===== src/rtl/adcdac_ctrl_pkg.sv =====
// Shared types for the ZDOK serial control link: FSM state encoding and status bit positions.
package adcdac_ctrl_pkg;

    typedef enum logic [2:0] {
        ST_IDLE   = 3'd0,
        ST_START  = 3'd1,
        ST_DATA   = 3'd2,
        ST_PARITY = 3'd3,
        ST_STOP   = 3'd4
    } link_state_t;

    localparam int STAT_FRAME_ERR  = 0;
    localparam int STAT_PARITY_ERR = 1;
    localparam int STAT_RX_OVF     = 2;
    localparam int STAT_TX_OVF     = 3;

endpackage


===== src/rtl/adcdac_ctrl_fifo.sv =====
// Synchronous first-word-fall-through FIFO; a push while full is accepted when a pop frees a slot.
module adcdac_ctrl_fifo #(
    parameter int WIDTH = 8,
    parameter int DEPTH = 16
) (
    input  logic             clk,
    input  logic             rst_n,
    input  logic             push,
    input  logic             pop,
    input  logic [WIDTH-1:0] din,
    output logic [WIDTH-1:0] dout,
    output logic             empty,
    output logic             full
);
    localparam int AW = (DEPTH > 1) ? $clog2(DEPTH) : 1;

    logic [WIDTH-1:0] mem [DEPTH];
    logic [AW-1:0]    wr_ptr, rd_ptr;
    logic [AW:0]      count;
    logic             do_push, do_pop;

    assign empty   = (count == '0);
    assign full    = (count == (AW+1)'(DEPTH));
    assign do_pop  = pop && !empty;
    assign do_push = push && (!full || do_pop);
    // Head is forced to zero when empty so the output is defined out of reset.
    assign dout    = empty ? '0 : mem[rd_ptr];

    always_ff @(posedge clk) begin
        if (do_push) mem[wr_ptr] <= din;
    end

    always_ff @(posedge clk or negedge rst_n) begin
        if (!rst_n) begin
            wr_ptr <= '0;
            rd_ptr <= '0;
            count  <= '0;
        end else begin
            if (do_push) wr_ptr <= wr_ptr + 1'b1;
            if (do_pop)  rd_ptr <= rd_ptr + 1'b1;
            count <= count + {{AW{1'b0}}, do_push} - {{AW{1'b0}}, do_pop};
        end
    end

endmodule


===== src/rtl/adcdac_ctrl_link.sv =====
// UART-style control link to the ADC/DAC mezzanine: FIFO-buffered TX/RX serialisers,
// optional even parity, sticky error status and internal loopback.
module adcdac_ctrl_link
    import adcdac_ctrl_pkg::*;
#(
    parameter int DATA_W     = 8,
    parameter int FIFO_DEPTH = 16,
    parameter int CLK_DIV    = 8,
    parameter int PARITY_EN  = 1
) (
    input  logic              fpga_clk,
    input  logic              fpga_rst_n,
    output logic              zdok_tx_data,
    input  logic              zdok_rx_data,
    input  logic              loopback,
    input  logic [DATA_W-1:0] user_tx_data,
    input  logic              user_tx_val,
    output logic              user_tx_full,
    output logic [DATA_W-1:0] user_rx_data,
    output logic              user_rx_val,
    input  logic              user_rx_rd,
    output logic              user_rx_full,
    output logic [3:0]        status,
    input  logic              status_clr
);
    localparam int CW = $clog2(CLK_DIV);
    localparam int IW = (DATA_W > 1) ? $clog2(DATA_W) : 1;
    localparam logic [CW-1:0] BIT_END  = CW'(CLK_DIV - 1);
    localparam logic [CW-1:0] HALF_END = CW'(CLK_DIV / 2 - 1);
    localparam logic [IW-1:0] IDX_END  = IW'(DATA_W - 1);
    localparam bit            HAS_PAR  = (PARITY_EN != 0);

    // TX side
    link_state_t       tx_state;
    logic [CW-1:0]     tx_cnt;
    logic [IW-1:0]     tx_idx;
    logic [DATA_W-1:0] tx_shift;
    logic              tx_par, tx_line;
    logic [DATA_W-1:0] tx_head;
    logic              tx_empty, tx_full, tx_pop;

    assign tx_pop = !tx_empty &&
                    (tx_state == ST_IDLE || (tx_state == ST_STOP && tx_cnt == BIT_END));

    adcdac_ctrl_fifo #(.WIDTH(DATA_W), .DEPTH(FIFO_DEPTH)) u_tx_fifo (
        .clk   (fpga_clk),
        .rst_n (fpga_rst_n),
        .push  (user_tx_val),
        .pop   (tx_pop),
        .din   (user_tx_data),
        .dout  (tx_head),
        .empty (tx_empty),
        .full  (tx_full)
    );

    always_ff @(posedge fpga_clk or negedge fpga_rst_n) begin
        if (!fpga_rst_n) begin
            tx_state <= ST_IDLE;
            tx_cnt   <= '0;
            tx_idx   <= '0;
            tx_shift <= '0;
            tx_par   <= 1'b0;
            tx_line  <= 1'b1;
        end else begin
            case (tx_state)
                ST_IDLE: begin
                    tx_cnt <= '0;
                    if (!tx_empty) begin
                        tx_state <= ST_START;
                        tx_line  <= 1'b0;
                        tx_shift <= tx_head;
                        tx_par   <= ^tx_head;
                    end
                end
                ST_START: begin
                    if (tx_cnt == BIT_END) begin
                        tx_cnt   <= '0;
                        tx_idx   <= '0;
                        tx_state <= ST_DATA;
                        tx_line  <= tx_shift[0];
                    end else tx_cnt <= tx_cnt + 1'b1;
                end
                ST_DATA: begin
                    if (tx_cnt == BIT_END) begin
                        tx_cnt <= '0;
                        if (tx_idx == IDX_END) begin
                            tx_state <= HAS_PAR ? ST_PARITY : ST_STOP;
                            tx_line  <= HAS_PAR ? tx_par : 1'b1;
                        end else begin
                            tx_idx   <= tx_idx + 1'b1;
                            tx_shift <= tx_shift >> 1;
                            tx_line  <= tx_shift[1];
                        end
                    end else tx_cnt <= tx_cnt + 1'b1;
                end
                ST_PARITY: begin
                    if (tx_cnt == BIT_END) begin
                        tx_cnt   <= '0;
                        tx_state <= ST_STOP;
                        tx_line  <= 1'b1;
                    end else tx_cnt <= tx_cnt + 1'b1;
                end
                ST_STOP: begin
                    if (tx_cnt == BIT_END) begin
                        tx_cnt <= '0;
                        // Chain straight into the next start bit so queued words go out gap-free.
                        if (!tx_empty) begin
                            tx_state <= ST_START;
                            tx_line  <= 1'b0;
                            tx_shift <= tx_head;
                            tx_par   <= ^tx_head;
                        end else begin
                            tx_state <= ST_IDLE;
                            tx_line  <= 1'b1;
                        end
                    end else tx_cnt <= tx_cnt + 1'b1;
                end
                default: begin
                    tx_state <= ST_IDLE;
                    tx_line  <= 1'b1;
                end
            endcase
        end
    end

    assign zdok_tx_data = tx_line;
    assign user_tx_full = tx_full;

    // RX front end: source select latched only between frames, then a 2-flop synchroniser.
    logic lb_sel, rx_src, rx_s1, rx_s2, rx_prev;

    assign rx_src = lb_sel ? tx_line : zdok_rx_data;

    always_ff @(posedge fpga_clk or negedge fpga_rst_n) begin
        if (!fpga_rst_n) begin
            rx_s1   <= 1'b1;
            rx_s2   <= 1'b1;
            rx_prev <= 1'b1;
        end else begin
            rx_s1   <= rx_src;
            rx_s2   <= rx_s1;
            rx_prev <= rx_s2;
        end
    end

    link_state_t       rx_state;
    logic [CW-1:0]     rx_cnt;
    logic [IW-1:0]     rx_idx;
    logic [DATA_W-1:0] rx_shift;
    logic              rx_par, rx_brk, rx_push;
    logic              rx_empty, rx_full, rx_stop_hit, parity_bad;

    assign parity_bad  = HAS_PAR && ((^rx_shift) != rx_par);
    assign rx_stop_hit = (rx_state == ST_STOP) && !rx_brk && (rx_cnt == BIT_END);

    always_ff @(posedge fpga_clk or negedge fpga_rst_n) begin
        if (!fpga_rst_n) begin
            rx_state <= ST_IDLE;
            rx_cnt   <= '0;
            rx_idx   <= '0;
            rx_shift <= '0;
            rx_par   <= 1'b0;
            rx_brk   <= 1'b0;
            rx_push  <= 1'b0;
            lb_sel   <= 1'b0;
        end else begin
            rx_push <= 1'b0;
            case (rx_state)
                ST_IDLE: begin
                    lb_sel <= loopback;
                    rx_cnt <= '0;
                    if (rx_prev && !rx_s2) rx_state <= ST_START;
                end
                ST_START: begin
                    if (rx_cnt == HALF_END) begin
                        rx_cnt   <= '0;
                        rx_idx   <= '0;
                        rx_state <= rx_s2 ? ST_IDLE : ST_DATA;
                    end else rx_cnt <= rx_cnt + 1'b1;
                end
                ST_DATA: begin
                    if (rx_cnt == BIT_END) begin
                        rx_cnt   <= '0;
                        rx_shift <= {rx_s2, rx_shift[DATA_W-1:1]};
                        if (rx_idx == IDX_END) rx_state <= HAS_PAR ? ST_PARITY : ST_STOP;
                        else                   rx_idx   <= rx_idx + 1'b1;
                    end else rx_cnt <= rx_cnt + 1'b1;
                end
                ST_PARITY: begin
                    if (rx_cnt == BIT_END) begin
                        rx_cnt   <= '0;
                        rx_par   <= rx_s2;
                        rx_state <= ST_STOP;
                    end else rx_cnt <= rx_cnt + 1'b1;
                end
                ST_STOP: begin
                    // After a bad stop bit, hold here until the line returns high (break).
                    if (rx_brk) begin
                        if (rx_s2) begin
                            rx_brk   <= 1'b0;
                            rx_state <= ST_IDLE;
                        end
                    end else if (rx_cnt == BIT_END) begin
                        rx_cnt <= '0;
                        if (!rx_s2) rx_brk <= 1'b1;
                        else begin
                            rx_state <= ST_IDLE;
                            rx_push  <= !parity_bad;
                        end
                    end else rx_cnt <= rx_cnt + 1'b1;
                end
                default: rx_state <= ST_IDLE;
            endcase
        end
    end

    adcdac_ctrl_fifo #(.WIDTH(DATA_W), .DEPTH(FIFO_DEPTH)) u_rx_fifo (
        .clk   (fpga_clk),
        .rst_n (fpga_rst_n),
        .push  (rx_push),
        .pop   (user_rx_rd),
        .din   (rx_shift),
        .dout  (user_rx_data),
        .empty (rx_empty),
        .full  (rx_full)
    );

    assign user_rx_val  = !rx_empty;
    assign user_rx_full = rx_full;

    logic [3:0] status_set;

    always_comb begin
        status_set                  = '0;
        status_set[STAT_FRAME_ERR]  = rx_stop_hit && !rx_s2;
        status_set[STAT_PARITY_ERR] = rx_stop_hit && rx_s2 && parity_bad;
        status_set[STAT_RX_OVF]     = rx_push && rx_full && !(user_rx_rd && !rx_empty);
        status_set[STAT_TX_OVF]     = user_tx_val && tx_full && !tx_pop;
    end

    always_ff @(posedge fpga_clk or negedge fpga_rst_n) begin
        if (!fpga_rst_n) status <= '0;
        else             status <= (status & {4{~status_clr}}) | status_set;
    end

endmodule


===== config.mk =====
export PLATFORM = sky130hd
export DESIGN_NAME = adcdac_ctrl_link
export DESIGN_NICKNAME = d
export VERILOG_FILES = /design/src/rtl/adcdac_ctrl_pkg.sv /design/src/rtl/adcdac_ctrl_fifo.sv /design/src/rtl/adcdac_ctrl_link.sv
export SDC_FILE = /design/constraint.sdc
export NUM_CORES = 1
export LEC_CHECK = 0
export ABC_CLOCK_PERIOD_IN_PS = 7800
export CAP_MARGIN = 30
export CORE_UTILIZATION = 51
export DETAILED_ROUTE_END_ITERATION = 16
export PLACE_DENSITY = 0.8
export SETUP_SLACK_MARGIN = 0.1
export SYNTH_ARGS = -nofsm -noshare
export SYNTH_HDL_FRONTEND = slang
export SYNTH_SLANG_ARGS = --single-unit

===== constraint.sdc =====
create_clock -name fpga_clk -period 7.8 [get_ports fpga_clk]
set_clock_uncertainty 0.1 [all_clocks]
set_input_delay 0.78 -clock fpga_clk [delete_from_list [all_inputs] [get_ports fpga_clk]]
set_output_delay 0.78 -clock fpga_clk [all_outputs]
set_load 0.01 [all_outputs]

# Yosys cells after proc, flatten, opt, wreduce, memory -nomap -nowiden
# Memory sizes are Yosys's and may differ from the RTL's.
# Cells that the tools add are included.
[word_totals]
in_bits = 15
memories = 2
ff_bits = 73
latch_bits = 0
ram_bits = 256
romBits = 0
[mem_list]
columns = ["name", "words", "word_bits", "read_ports", "rd_clocked_by_memory_dff", "wr", "line_no", "text"]
rows = [
  ["u_rx_fifo.mem", 16, 8, 1, 0, 1, "adcdac_ctrl_fifo.sv:17", "logic [WIDTH-1:0] mem [DEPTH];"],
  ["u_tx_fifo.mem", 16, 8, 1, 0, 1, "adcdac_ctrl_fifo.sv:17", ""],
]
[classes]
mul = 0
bitwise = 3
n_mux = 62
eq_ne = 31
div_mod_pow = 0
n_reduce_logical = 52
shift = 0
n_lt_le_gt_ge = 0
addsub = 12
[ops]
columns = ["operator", "count"]
rows = [
  ["$mux W3", 24],
  ["$mux W8", 6],
  ["$pmux W3 S5", 2],
  ["$ne A2 B2 Y1 const B", 13],
  ["$pmux W8 S3", 1],
  ["$mux W1", 22],
  ["$eq A3 B3 Y1 const B", 6],
  ["$pmux W3 S2", 3],
  ["$add A4 B1 Y4 const B", 4],
  ["$logic_and A1 B1 Y1", 16],
  ["$reduce_xor A8 Y1", 2],
  ["$eq A3 B2 Y1 const B", 5],
  ["$add A3 B1 Y3 const B", 4],
  ["$pmux W3 S4", 1],
  ["$reduce_and A4 Y1", 3],
  ["$reduce_and A6 Y1", 2],
  ["$add A5 B1 Y5", 2],
  ["$eq A5 B5 Y1 const B", 2],
  ["$logic_not A5 Y1", 2],
  ["$sub A5 B1 Y5", 2],
  ["$logic_not A1 Y1", 9],
  ["$reduce_and A2 Y1", 4],
  ["$reduce_bool A2 Y1", 4],
  ["$eq A3 B1 Y1 const B", 2],
  ["other kinds (16)", 19],
]

# Depth between registers and ports, before layout
[logic_depth]
word_depth = 9
depth_mapped = 15

# Cells and area by module
# From an unflattened synthesis, not the netlist that was laid out.
[unflattened]
hier_cells = 809
hier_area_um2 = 14123.5
[by_module_without_submodules]
columns = ["module", "n_inst", "cells_each", "area_per_inst_um2", "seq_area_each_um2"]
rows = [
  ["adcdac_ctrl_fifo (u_rx_fifo)", 1, 289, 5821.8, 4169.0],
  ["adcdac_ctrl_fifo (u_tx_fifo)", 1, 289, 5791.8, 4169.0],
  ["adcdac_ctrl_link", 1, 231, 2509.9, 1181.1],
]

# Worst setup path before layout
# OpenSTA, ideal clock, no wires.
[synth_timing]
path_type = "register to output"
from = "register u_rx_fifo.rd_ptr[0]"
to = "output user_rx_data[0]"
setup_slack_ns = 4.816
arrival_time_ns = 2.104
stages_incl_launch_ff = 6
cell_sequence = "dfrtp_1 -> clkbuf_1 -> buf_2 -> mux4_2 -> mux4_2 -> nor2b_1"
[synth_via]
elab_chain_cells = 2
[synth_lines]
columns = ["item", "line_no", "text"]
rows = [
  ["start: declaration", "adcdac_ctrl_fifo.sv:18", "logic [AW-1:0] wr_ptr, rd_ptr;"],
  ["start signal: assignment", "adcdac_ctrl_fifo.sv:40", "if (do_pop) rd_ptr <= rd_ptr + 1'b1;"],
  ["$mem_v2 Z16 W8", "n/a", ""],
  ["$mux W8", "adcdac_ctrl_fifo.sv:27", "assign dout = empty ? '0 : mem[rd_ptr];"],
  ["end: declaration", "adcdac_ctrl_link.sv:19", "output logic [DATA_W-1:0] user_rx_data,"],
]
# Every way passes these cells.

# Final worst setup path
[layout_timing]
from = "register u_rx_fifo.rd_ptr[0]"
to = "output user_rx_data[6]"
# The elaborated chain is that of the path after synthesis.

==> impl_results.md <==
* Routed vias at slightly above 7000
* EDFF count, synth at 256
* CTS tree: built
* Total core area at 0.0262 mm2
* Starting Density at 0.522
* Final setup vio count at 0
* Synth cell types at 50
* Setup CP Type: reg2out
* Post-route design area at around 0.015 mm2
* Async set or reset register ratio after synthesis at 0.222
* Clk_lat worst skew at between 500 and 600 ps
* Slew HR at 0.299
* Outcome: complete, but fails checks
* Share of the synthesized area in the top cell type at 0.562
* Yosys warning count at 0
* Routed len/inst at approximately 22 um
* Leakage at roughly 5.6 nW
* Clk buf depth at 3
* Fin. Hold Viols at 0
* Post-route ant nets at 0
* CTS clock-pin slew for the worst setup and hold paths at 60 ps
* Antenna cells at 0
* Die width at 166 um
* Slowest cell delay on critical path at about 700 ps
* Worst Setup SP: u_rx_fifo.rd_ptr[0]
* Syn_nets at approximately 850
* Commonest non-fill, non-tap cell in the layout: edfxtp_1
* DR vias/cell at approximately 6
* Congestion Overflow GR at 0
* Cell count after synthesis at between 700 and 800
* Initial antenna violation count at 0
* Max-cap violations at 0
* Sequential area share after synthesis at 0.696
* Worst hold margin at 158 ps
* Post-cts resize count at 0
* Total chip power at about 5.0 mW
* Worst hold path type: in2async
* Critical path capture point type: output port
* Minimum clock period at 4060 ps
* Cell row count at between 50 and 60
* Crit-path most repeated cell: mux4_2
* Clk Tree Root Cell: clkbuf_16
* Multi-input logic area at between 0.003 and 0.004 mm2
* Share of post-route cells with drive strength above 1 at 0.175
* Crit share post-route at 0.520
* Die Y at between 150 and 200 um
* Commonest non-fill, non-tap cells in the layout: edfxtp_1 (256), dfrtp_1 (67), mux4_2 (61)
* Vias in the first global route at between 7000 and 8000
* Worst R2R Setup Slack at about 4300 ps
* Max-slew violations at 0
* Data required, critical path at around 6900 ps
* Area contributors post-synth: edfxtp_1 (56%), dfrtp_1 (13%), mux4_2 (10%)
* Slowest-stage cell, CP: dfrtp_2
* Reg2reg start: tx_cnt[0]
* Placement Cell Area at 0.0143 mm2
* Peak supply drop at between 0.2 and 0.3 mV
* Fill cell count at about 1800
* CP cell instances: buf_12 -> mux4_2 -> mux4_2 -> nor2b_1 -> clkdlybuf4s50_1
* Clock Sinks at approximately 330
* CTS Buf Count at 34
* CP Launch Type: flop
* IO Count at 31
* Post-synthesis sequential element count at around 330
* PwrDens at between 300 and 400 mW/mm2
* Overall routing resource usage at 0.195
* RSZ-0062 raised after global routing: false
* Final HPWL from detailed placement at around 16000 um
* # nets final at between 800 and 900
* CP Max Fanout at 20
* Die area at 0.0275 mm2
* Initial DRC count at 619
* Worst EP arrival at about 3200 ps
* Layout area overhead at 13.2%
* FF+latch area at 0.00952 mm2
* Router iterations before antenna repair at 11
* First-pass GRT wire length at 40600 um
* RePlAce Congestion at 0.784
* Top_reg_cell synth: edfxtp_1
* Port bufs at 30
* Mapped cell area at 0.0137 mm2
* Pin count of the biggest net entering global routing at 74
* Synth area leader: edfxtp_1
* Placed Cells incl. Taps at ~1100
* Peak Freq at about 0.25 GHz
* Hold_buf cts at 0
* Slew @ Worst Pin at around 1000 ps
* Non-filler cells, final at 1205
* H-tree Lvls at 2
* Drt drc at 3
* Avg Inst Size Synth at 17.2 um2
* Setup TNS at 0 ps
* Routed wire length at ~26000 um
* Failing checks: design-rule violations
* Post-CTS Setup Bufs at 0
==> Yosys cell counts, types with 2 or more instances <==
cell type / count
edfxtp_1: 256
dfrtp_1: 69
mux4_2: 61
nor2_1: 60
nand2_1: 48
inv_1: 33
ha_1: 32
xnor2_1: 30
a22oi_1: 23
a21oi_1: 20
clkbuf_1: 18
mux2_2: 15
nor2b_1: 13
o21ai_0: 13
nor3_1: 12
mux4_1: 11
a31oi_1: 6
nand2b_1: 6
nand4_1: 6
xor2_1: 6
buf_2: 5
nand3_1: 5
o22ai_1: 5
buf_1: 4
dfstp_2: 4
a32o_1: 3
clkdlybuf4s25_2: 3
o31ai_1: 3
a21o_1: 2
buf_4: 2
buf_6: 2
fa_1: 2
==> where the power goes <==
part | switching, mW | leakage (nW) | internal (mW)
registers | 0.212 | 3.28 | 2.11
clock network | 0.644 | 0.538 | 0.947
logic | 0.491 | 1.76 | 0.594
total | 1.35 | 5.58 | 3.66
==> flip-flops by register name, summed over array words and instances (netlist names), 3 cells and up <==
name              flops
u_rx_fifo.rd_ptr      4
u_tx_fifo.count       5
rx_cnt                3
u_tx_fifo.mem       128
u_rx_fifo.wr_ptr      4
status                4
tx_idx                3
tx_cnt                3
u_tx_fifo.rd_ptr      4
u_rx_fifo.mem       128
rx_idx                3
rx_state              3
u_rx_fifo.count       5
rx_shift              8
tx_shift              8
tx_state              3
u_tx_fifo.wr_ptr      4
==> stage by stage <==
| step | worst slack [ps] | util |
|---|---|---|
| CTS | 3700 | 0.590 |
| global placement | 4030 | 0.545 |
| finish | 3740 | 0.591 |
| detailed placement | 4250 | 0.547 |
| floorplan | 4820 | - |
| global route | 3610 | 0.591 |
==> critical path, delay by kind of cell (launching register included) <==
family	cells	cell delay (ps)
buffers and inverters	2	790
DFF	1	700
muxes	2	1020
and+or+nand+nor	1	140
==> cell families (layout without fill, tap and decap cells) <==
logic type | Yosys count | in the layout | share of synthesized area
adder cells (fa/ha/maj) | 34 | 34 | 0.0322
multiplexers | 88 | 88 | 0.135
buffers and inverters | 68 | 142 | 0.0233
AND/OR/NAND/NOR | 158 | 158 | 0.0515
XOR/XNOR | 36 | 36 | 0.0230
flip-flops | 329 | 329 | 0.696
AO/OA/AOI/OAI | 83 | 83 | 0.0396
==> final timing paths <==
kind / endpoint / cells past startpoint
worst max register to register: u_tx_fifo.count[4] / 15
worst min register to register: rx_s2 / 0
max in group asynchronous: zdok_tx_data / 2
min in group fpga_clk: rx_s2 / 0
worst max-delay path: user_rx_data[6] / 5
worst min-delay path: u_rx_fifo.count[4] / 2
==> cell type report <==
type | count | area share
clock buffers | 46 | 0.0604
clock inverters | 15 | 0.0110
inverters | 33 | 0.00800
multi-input cells | 399 | 0.248
flip-flops and latches | 329 | 0.615
well taps | 335 | 0.0271
repair buffers | 48 | 0.0303
==> layer usage <==
layer,global-route usage,part of all wire
met4,0.0719,0.026
met3,0.0334,0.066
met5,0,0
met1,0.256,0.40
met2,0.331,0.51
Note: power is estimated with default switching activity, not from simulation.
